<file path="config.mk">
export PLATFORM = sky130hd
export DESIGN_NAME = snoop_inv_arbiter
export DESIGN_NICKNAME = d
export VERILOG_FILES = /design/src/rtl/taiga_types.sv /design/src/rtl/snoop_inv_arbiter_fifo.sv /design/src/rtl/snoop_inv_arbiter.sv
export SDC_FILE = /design/constraint.sdc
export NUM_CORES = 1
export LEC_CHECK = 0
export BUFFER_PORTS_ARGS = -buffer_cell sky130_fd_sc_hd__buf_2
export CORE_ASPECT_RATIO = 0.8
export CORE_MARGIN = 3
export CORE_UTILIZATION = 57
export DETAILED_ROUTE_END_ITERATION = 7
export PLACE_DENSITY = 0.76
export SYNTH_ARGS = -nofsm -noshare
export SYNTH_HDL_FRONTEND = slang
export SYNTH_SLANG_ARGS = --single-unit
</file>
<file path="constraint.sdc">
create_clock -name clk -period 14 [get_ports clk]
set_input_delay 2.8 -clock clk [delete_from_list [all_inputs] [get_ports clk]]
set_output_delay 2.8 -clock clk [all_outputs]
set_load 0.02 [all_outputs]
</file>
<file path="src/rtl/taiga_types.sv">
// Shared types for the dual-core snoop invalidation arbiter.
package taiga_types;

  localparam int SNOOP_SRC_W  = 1;
  localparam int SNOOP_LINE_W = 28;

  typedef enum logic {SNP_IDLE, SNP_ISSUE} snoop_state_t;

  typedef struct packed {
    logic [SNOOP_LINE_W-1:0] line;
  } snoop_entry_t;

endpackage

</file>
<file path="src/rtl/snoop_inv_arbiter_fifo.sv">
// Per-source request queue; exposes head and newest entries so the top can coalesce.
module snoop_req_fifo #(
  parameter int W     = 28,
  parameter int DEPTH = 4
) (
  input  logic                       clk,
  input  logic                       rst,
  input  logic                       push,
  input  logic [W-1:0]               push_data,
  input  logic                       pop,
  output logic [W-1:0]               head_data,
  output logic [W-1:0]               newest_data,
  output logic [$clog2(DEPTH):0]     count,
  output logic                       full,
  output logic                       empty
);

  localparam int PTR_W = $clog2(DEPTH);
  localparam int CNT_W = PTR_W + 1;

  logic [W-1:0]     mem_q [DEPTH];
  logic [W-1:0]     mem_d [DEPTH];
  logic [PTR_W-1:0] wr_ptr_q, wr_ptr_d;
  logic [PTR_W-1:0] rd_ptr_q, rd_ptr_d;
  logic [CNT_W-1:0] count_q, count_d;

  always_comb begin
    mem_d    = mem_q;
    wr_ptr_d = wr_ptr_q;
    rd_ptr_d = rd_ptr_q;
    if (push) begin
      mem_d[wr_ptr_q] = push_data;
      wr_ptr_d        = wr_ptr_q + PTR_W'(1);
    end
    if (pop) begin
      rd_ptr_d = rd_ptr_q + PTR_W'(1);
    end
    count_d = count_q + CNT_W'(push) - CNT_W'(pop);
  end

  always_ff @(posedge clk or posedge rst) begin
    if (rst) begin
      for (int i = 0; i < DEPTH; i++) mem_q[i] <= '0;
      wr_ptr_q <= '0;
      rd_ptr_q <= '0;
      count_q  <= '0;
    end else begin
      mem_q    <= mem_d;
      wr_ptr_q <= wr_ptr_d;
      rd_ptr_q <= rd_ptr_d;
      count_q  <= count_d;
    end
  end

  assign head_data   = mem_q[rd_ptr_q];
  assign newest_data = mem_q[wr_ptr_q - PTR_W'(1)];
  assign count       = count_q;
  assign full        = (count_q == CNT_W'(DEPTH));
  assign empty       = (count_q == '0);

endmodule

</file>
<file path="src/rtl/snoop_inv_arbiter.sv">
// Round-robin sequencer of dcache write-invalidations onto a shared snoop bus;
// each source's invalidation is presented to the opposite core and awaits its ack.
module snoop_inv_arbiter
  import taiga_types::*;
#(
  parameter int ADDR_W      = 32,
  parameter int LINE_OFS_W  = 4,
  parameter int FIFO_DEPTH  = 4,
  parameter int ACK_TIMEOUT = 64
) (
  input  logic                   clk,
  input  logic                   rst,
  input  logic [1:0]             req_valid,
  input  logic [1:0][ADDR_W-1:0] req_addr,
  output logic [1:0]             req_ready,
  output logic [1:0]             snp_valid,
  output logic [ADDR_W-1:0]      snp_addr,
  input  logic [1:0]             snp_ack,
  output logic [1:0]             pending,
  output logic                   timeout_err
);

  localparam int LINE_W    = ADDR_W - LINE_OFS_W;
  localparam int CNT_W     = $clog2(FIFO_DEPTH) + 1;
  localparam int TMO_CNT_W = (ACK_TIMEOUT > 1) ? $clog2(ACK_TIMEOUT) : 1;
  localparam logic [CNT_W-1:0]     CNT_ONE  = CNT_W'(1);
  localparam logic [TMO_CNT_W-1:0] TMO_LAST = TMO_CNT_W'((ACK_TIMEOUT > 0) ? ACK_TIMEOUT - 1 : 0);

  logic [LINE_W-1:0] req_line    [2];
  logic [LINE_W-1:0] head_line   [2];
  logic [LINE_W-1:0] newest_line [2];
  logic [CNT_W-1:0]  fifo_count  [2];
  logic [1:0]        fifo_full, fifo_empty;
  logic [1:0]        push, pop, coal_hit, heads;

  snoop_state_t            state_q, state_d;
  logic [SNOOP_SRC_W-1:0]  src_q, src_d;
  logic [SNOOP_SRC_W-1:0]  last_grant_q, last_grant_d;
  logic [SNOOP_SRC_W-1:0]  grant_src;
  logic [LINE_W-1:0]       issue_line_q, issue_line_d;
  logic [TMO_CNT_W-1:0]    tmo_cnt_q, tmo_cnt_d;
  logic                    timeout_err_q, timeout_err_d;
  logic                    ack_seen, drop, done, grant;
  logic                    unused_ofs;

  // Offset bits never reach the queues; only the line identity matters.
  assign unused_ofs = ^{req_addr[0][LINE_OFS_W-1:0], req_addr[1][LINE_OFS_W-1:0]};

  always_comb begin
    for (int i = 0; i < 2; i++) req_line[i] = req_addr[i][ADDR_W-1:LINE_OFS_W];
  end

  for (genvar g = 0; g < 2; g++) begin : g_fifo
    snoop_req_fifo #(
      .W     (LINE_W),
      .DEPTH (FIFO_DEPTH)
    ) u_fifo (
      .clk         (clk),
      .rst         (rst),
      .push        (push[g]),
      .push_data   (req_line[g]),
      .pop         (pop[g]),
      .head_data   (head_line[g]),
      .newest_data (newest_line[g]),
      .count       (fifo_count[g]),
      .full        (fifo_full[g]),
      .empty       (fifo_empty[g])
    );
  end

  // A single queued entry leaving this cycle cannot absorb a repeat of itself.
  always_comb begin
    coal_hit = '0;
    for (int i = 0; i < 2; i++) begin
      coal_hit[i] = (fifo_count[i] != '0) && (req_line[i] == newest_line[i]) &&
                    !((fifo_count[i] == CNT_ONE) && pop[i]);
    end
    req_ready = ~fifo_full | coal_hit;
    push      = req_valid & req_ready & ~coal_hit;
  end

  always_comb begin
    heads     = ~fifo_empty;
    grant_src = (&heads) ? ~last_grant_q : heads[1];
    ack_seen  = (state_q == SNP_ISSUE) && snp_ack[~src_q];
    drop      = (ACK_TIMEOUT != 0) && (state_q == SNP_ISSUE) && !ack_seen &&
                (tmo_cnt_q == TMO_LAST);
    done      = ack_seen || drop;
    grant     = (|heads) && ((state_q == SNP_IDLE) || done);

    state_d       = state_q;
    src_d         = src_q;
    last_grant_d  = last_grant_q;
    issue_line_d  = issue_line_q;
    tmo_cnt_d     = tmo_cnt_q;
    timeout_err_d = timeout_err_q | drop;
    pop           = '0;

    if (grant) begin
      pop[grant_src] = 1'b1;
      src_d          = grant_src;
      last_grant_d   = grant_src;
      issue_line_d   = head_line[grant_src];
      tmo_cnt_d      = '0;
      state_d        = SNP_ISSUE;
    end else if (done) begin
      state_d = SNP_IDLE;
    end else if (state_q == SNP_ISSUE) begin
      tmo_cnt_d = tmo_cnt_q + TMO_CNT_W'(1);
    end
  end

  always_ff @(posedge clk or posedge rst) begin
    if (rst) begin
      state_q       <= SNP_IDLE;
      src_q         <= '0;
      last_grant_q  <= 1'b1;
      issue_line_q  <= '0;
      tmo_cnt_q     <= '0;
      timeout_err_q <= 1'b0;
    end else begin
      state_q       <= state_d;
      src_q         <= src_d;
      last_grant_q  <= last_grant_d;
      issue_line_q  <= issue_line_d;
      tmo_cnt_q     <= tmo_cnt_d;
      timeout_err_q <= timeout_err_d;
    end
  end

  always_comb begin
    snp_valid = '0;
    snp_addr  = '0;
    if (state_q == SNP_ISSUE) begin
      snp_valid[~src_q] = 1'b1;
      snp_addr          = {issue_line_q, {LINE_OFS_W{1'b0}}};
    end
    for (int i = 0; i < 2; i++) begin
      pending[i] = (fifo_count[i] != '0) ||
                   ((state_q == SNP_ISSUE) && (src_q == SNOOP_SRC_W'(i)));
    end
  end

  assign timeout_err = timeout_err_q;

endmodule
</file>
==> impl_summary.log <==
INFO  metric result_of_the_run = complete, no violations
INFO  metric timing.critical_path.arrival = 5100 ps
INFO  metric pin_count_of_the_biggest_net_entering_global_routing = 86
INFO  metric maxCapViolCount = 0
INFO  metric placedCellCount = 1,394
INFO  metric report.power.total = 4.62 mW
INFO  metric num-fill-cells = 1,897
INFO  metric syn2layout_area_growth = 10.3%
INFO  metric synth_compound_area_share = 3.36%
INFO  metric seq_power_share = 34.2%
INFO  metric clk_sinks = 276
INFO  metric worstSkewPairLatency = 550 ps
INFO  metric synthTopCellsByArea = sky130_fd_sc_hd__dfrtp_1 46%, sky130_fd_sc_hd__mux4_2 16%, sky130_fd_sc_hd__mux2_2 9.7%, sky130_fd_sc_hd__mux2_4 8.1%, sky130_fd_sc_hd__xnor2_1 3.2%
INFO  metric tritoncts_clock_tree = built
INFO  metric clockPowerShare = 15.9%
INFO  metric fp-row-count = 52
INFO  metric slew_viol_final = 0
INFO  metric ys_seq_elements = 276
INFO  metric floorplan.die_area = 28,000 µm²
INFO  metric die-width = 186 µm
INFO  metric detail_route.iter0.violations = 658
INFO  metric critPathRequiredTime = 11,200 ps
INFO  metric cts-root-to-sink-buffers = 3
INFO  metric die_y = 150 µm
INFO  metric min_period = 7900 ps
INFO  metric dpl.hpwl = 21.6 mm
INFO  metric hold_buffers = 0
INFO  metric final_net_count = 1,158
INFO  metric cts.htree.levels = 1
INFO  metric critPathLaunchType = primary input
INFO  metric synth_seq_area_share = 46.6%
INFO  metric num_vias = 8,790
INFO  metric detail_route.first_pass.iterations = 5
INFO  metric worst_clock_skew = 18.8 ps
INFO  metric drt-wirelength-per-cell = 23.4 µm
INFO  metric setup.worst_path.class = primary input to primary output
INFO  metric track_usage = 24.3%
INFO  metric io_buffers = 96
INFO  metric synthesis.area = 14,800 µm²
INFO  metric period_utilisation_layout = 56.4%
INFO  metric synthesis.yosys.warnings = 0
INFO  metric cts_setup_buffers = 0
INFO  metric synth-simple-area-share = 5.37%
INFO  metric syn_area_per_cell = 15.0 µm²
INFO  metric p_leak = 7.23 nW
INFO  metric syn-instance-count = 990
INFO  metric worstHoldPathCells = 2
INFO  metric irDropWorstVdd = 0.140 mV
INFO  metric number_of_global_route_vias_before_repair = 8,984
INFO  metric post_cts.resized_instances = 0
INFO  metric final-setup-viol-count = 0
INFO  metric yosys-mux-area-fraction = 36.2%
INFO  metric wirelength = 33.8 mm
INFO  metric critical_path.max_fanout = 7
INFO  metric netlist.area_leader.share = 46.4%
INFO  metric grt_remaining_overflow = 0
INFO  metric fin_tns_setup = 0 ps
INFO  metric synth_adder_area_share = 1.37%
INFO  metric cell_internal_pwr = 2.93 mW
INFO  metric tritoncts.num_buffers = 28
INFO  metric cts.reportedPaths.clkPinSlew = 60 ps
INFO  metric drcViolationCount = 0
INFO  metric cts-root-buf = sky130_fd_sc_hd__clkbuf_16
INFO  metric grt_first_pass_wirelength = 53.2 mm
INFO  metric unrepaired_setup_endpoints_after_global_routing = no
INFO  metric yosys.area_share.xor_xnor = 3.84%
INFO  metric post_route_cells_drive_above_1_share = 44.1%
INFO  metric postRouteAntennaNets = 0
INFO  metric worst-r2r-cell-count = 12
INFO  metric antenna_found_initial = 3
INFO  metric timing.max_slew.rel_slack = 25.7%
INFO  metric finalNonFillerCells = 1,445
INFO  metric switchingPower = 1.69 mW
INFO  metric hold_slack = 463 ps
INFO  metric actual_slew_at_the_worst_max_slew_pin = 1110 ps
INFO  metric synth_top_family_by_area = multiplexers
INFO  metric hp-class = flip-flop to flip-flop
INFO  metric finalHoldViolCount = 0
INFO  metric core_region_area = 25,400 µm²
INFO  metric switching_share = 36.6%
INFO  metric cp-end-kind = primary output
INFO  metric io-pin-count = 109
INFO  metric netlist-cell-type-count = 55
INFO  metric power_per_cell_area = 282 nW/µm²
INFO  metric globalplace.congestion = 0.804
INFO  metric max_clock_freq = 127 MHz
INFO  metric avgViaCountPerCell = 6.08
INFO  metric final_util = 64.3%
INFO  metric initial_core_util = 58.3%
INFO  metric yosys.area.top_type = sky130_fd_sc_hd__dfrtp_1
INFO  metric combinationalPowerShare = 49.9%
INFO  metric layout.cells.most_common_list = 270 x sky130_fd_sc_hd__dfrtp_1, 128 x sky130_fd_sc_hd__mux2_2, 104 x sky130_fd_sc_hd__mux4_2, 96 x sky130_fd_sc_hd__buf_2, 80 x sky130_fd_sc_hd__mux2_4
INFO  metric mostFrequentLayoutCell = sky130_fd_sc_hd__dfrtp_1
==> final timing paths <==
path,slack (ps),start,to
max,6100,snp_ack[0],req_ready[1]
min,460,issue_line_q[20]$_DFFE_PP0N_,issue_line_q[20]$_DFFE_PP0N_
max reg2reg,9480,g_fifo[0].u_fifo.wr_ptr_q[0]$_DFFE_PP0N_,g_fifo[0].u_fifo.count[2]$_DFF_PP0_
min reg2reg,460,issue_line_q[20]$_DFFE_PP0N_,issue_line_q[20]$_DFFE_PP0N_
max in group asynchronous,8820,rst,g_fifo[0].u_fifo.rd_ptr_q[1]$_DFFE_PP0N_
min in group asynchronous,2330,rst,g_fifo[0].u_fifo.mem_q[97]$_DFFE_PP0P_
==> sequential cells by signal, indices dropped and copies added (netlist names) <==
signal	cells
src_q	1
g_fifo.u_fifo.rd_ptr_q	4
g_fifo.u_fifo.mem_q	224
tmo_cnt_q	6
g_fifo.u_fifo.wr_ptr_q	4
timeout_err	1
g_fifo.u_fifo.count	6
state_q	1
issue_line_q	28
last_grant_q	1
==> final cells by class <==
cell class / instances / area (µm²) / area share, %
multi-input cells: 641 / 7460 / 45.6
clock inverters: 4 / 56.3 / 0.344
inverters: 18 / 75.1 / 0.459
clock buffers: 45 / 845 / 5.16
repair buffers: 108 / 571 / 3.49
well taps: 351 / 439 / 2.68
flip-flops and latches: 276 / 6910 / 42.2
diodes: 2 / 5.00 / 0.0306
==> logic make-up (layout without fill, tap and decap cells) <==
kind of cell               count (synthesis)  count (layout)
xor gates and xnor gates                  65              65
buffers and inverters                     76             175
AOI/OAI and AO/OA                         67              67
muxes                                    346             346
and+or+nand+nor                          144             144
adders and majority gates                 15              15
other                                      1               6
DFF                                      276             276
==> routing by layer <==
layer	global-route usage [%]	vias to the layer above	share of wire, %	wire length (µm)
li1	-	3867	-	-
met1	37.3	4633	47	15800
met2	36.7	235	46	15500
met3	3.89	51	5.2	1760
met4	6.27	4	2.3	786
met5	0	-	0.080	27
==> Yosys cell counts (all sizes together) <==
cell type and n:
a2111o 1, a2111oi 2, a211o 1, a211oi 1, a21boi 1, a21o 3, a21oi 5, a22o 1
a22oi 29, a311o 1, a31oi 1, and2 29, and3 1, buf 38, clkbuf 20, conb 1
dfrtp 275, dfstp 1, fa 2, ha 13, inv 18, mux2 226, mux2i 15, mux4 105
nand2 73, nand2b 1, nand3 14, nand4 14, nor2 7, nor3 2, nor4 2, o2111ai 1
o211a 1, o211ai 3, o21ai 10, o21bai 1, o221ai 2, o22ai 1, o31ai 2, or3 1
xnor2 55, xor2 10
==> critical path, cell delays in order <==
cell and delay (ps):
sky130_fd_sc_hd__buf_2 90, sky130_fd_sc_hd__mux2i_1 280, sky130_fd_sc_hd__o211a_1 420, sky130_fd_sc_hd__a21oi_1 170, sky130_fd_sc_hd__a2111oi_1 570, sky130_fd_sc_hd__nand4_4 340
sky130_fd_sc_hd__nand3_1 230, sky130_fd_sc_hd__buf_2 190
==> through the flow <==
| stage | cell area (µm²) | setup WS [ps] |
|---|---|---|
| 2_1_floorplan | 14800 | 3590 |
| 3_3_place_gp | 15500 | 6160 |
| 3_5_place_dp | 15500 | 6100 |
| 4_1_cts | 16400 | 6110 |
| 5_1_grt | 16400 | 5960 |
| 6_report | 16400 | 6100 |
==> power groups by stage <==
stage | clock [mW] | sequential, mW | combinational [mW]
final | 0.735 | 1.58 | 2.31
after global routing | 0.782 | 1.64 | 2.46
after CTS | 0.750 | 1.57 | 2.32
after detailed placement | 0 | 1.58 | 2.31
after global placement | 0 | 1.56 | 2.26
after floorplan | 0 | 1.41 | 1.93
No activity file was read; power rests on OpenSTA's default activity.
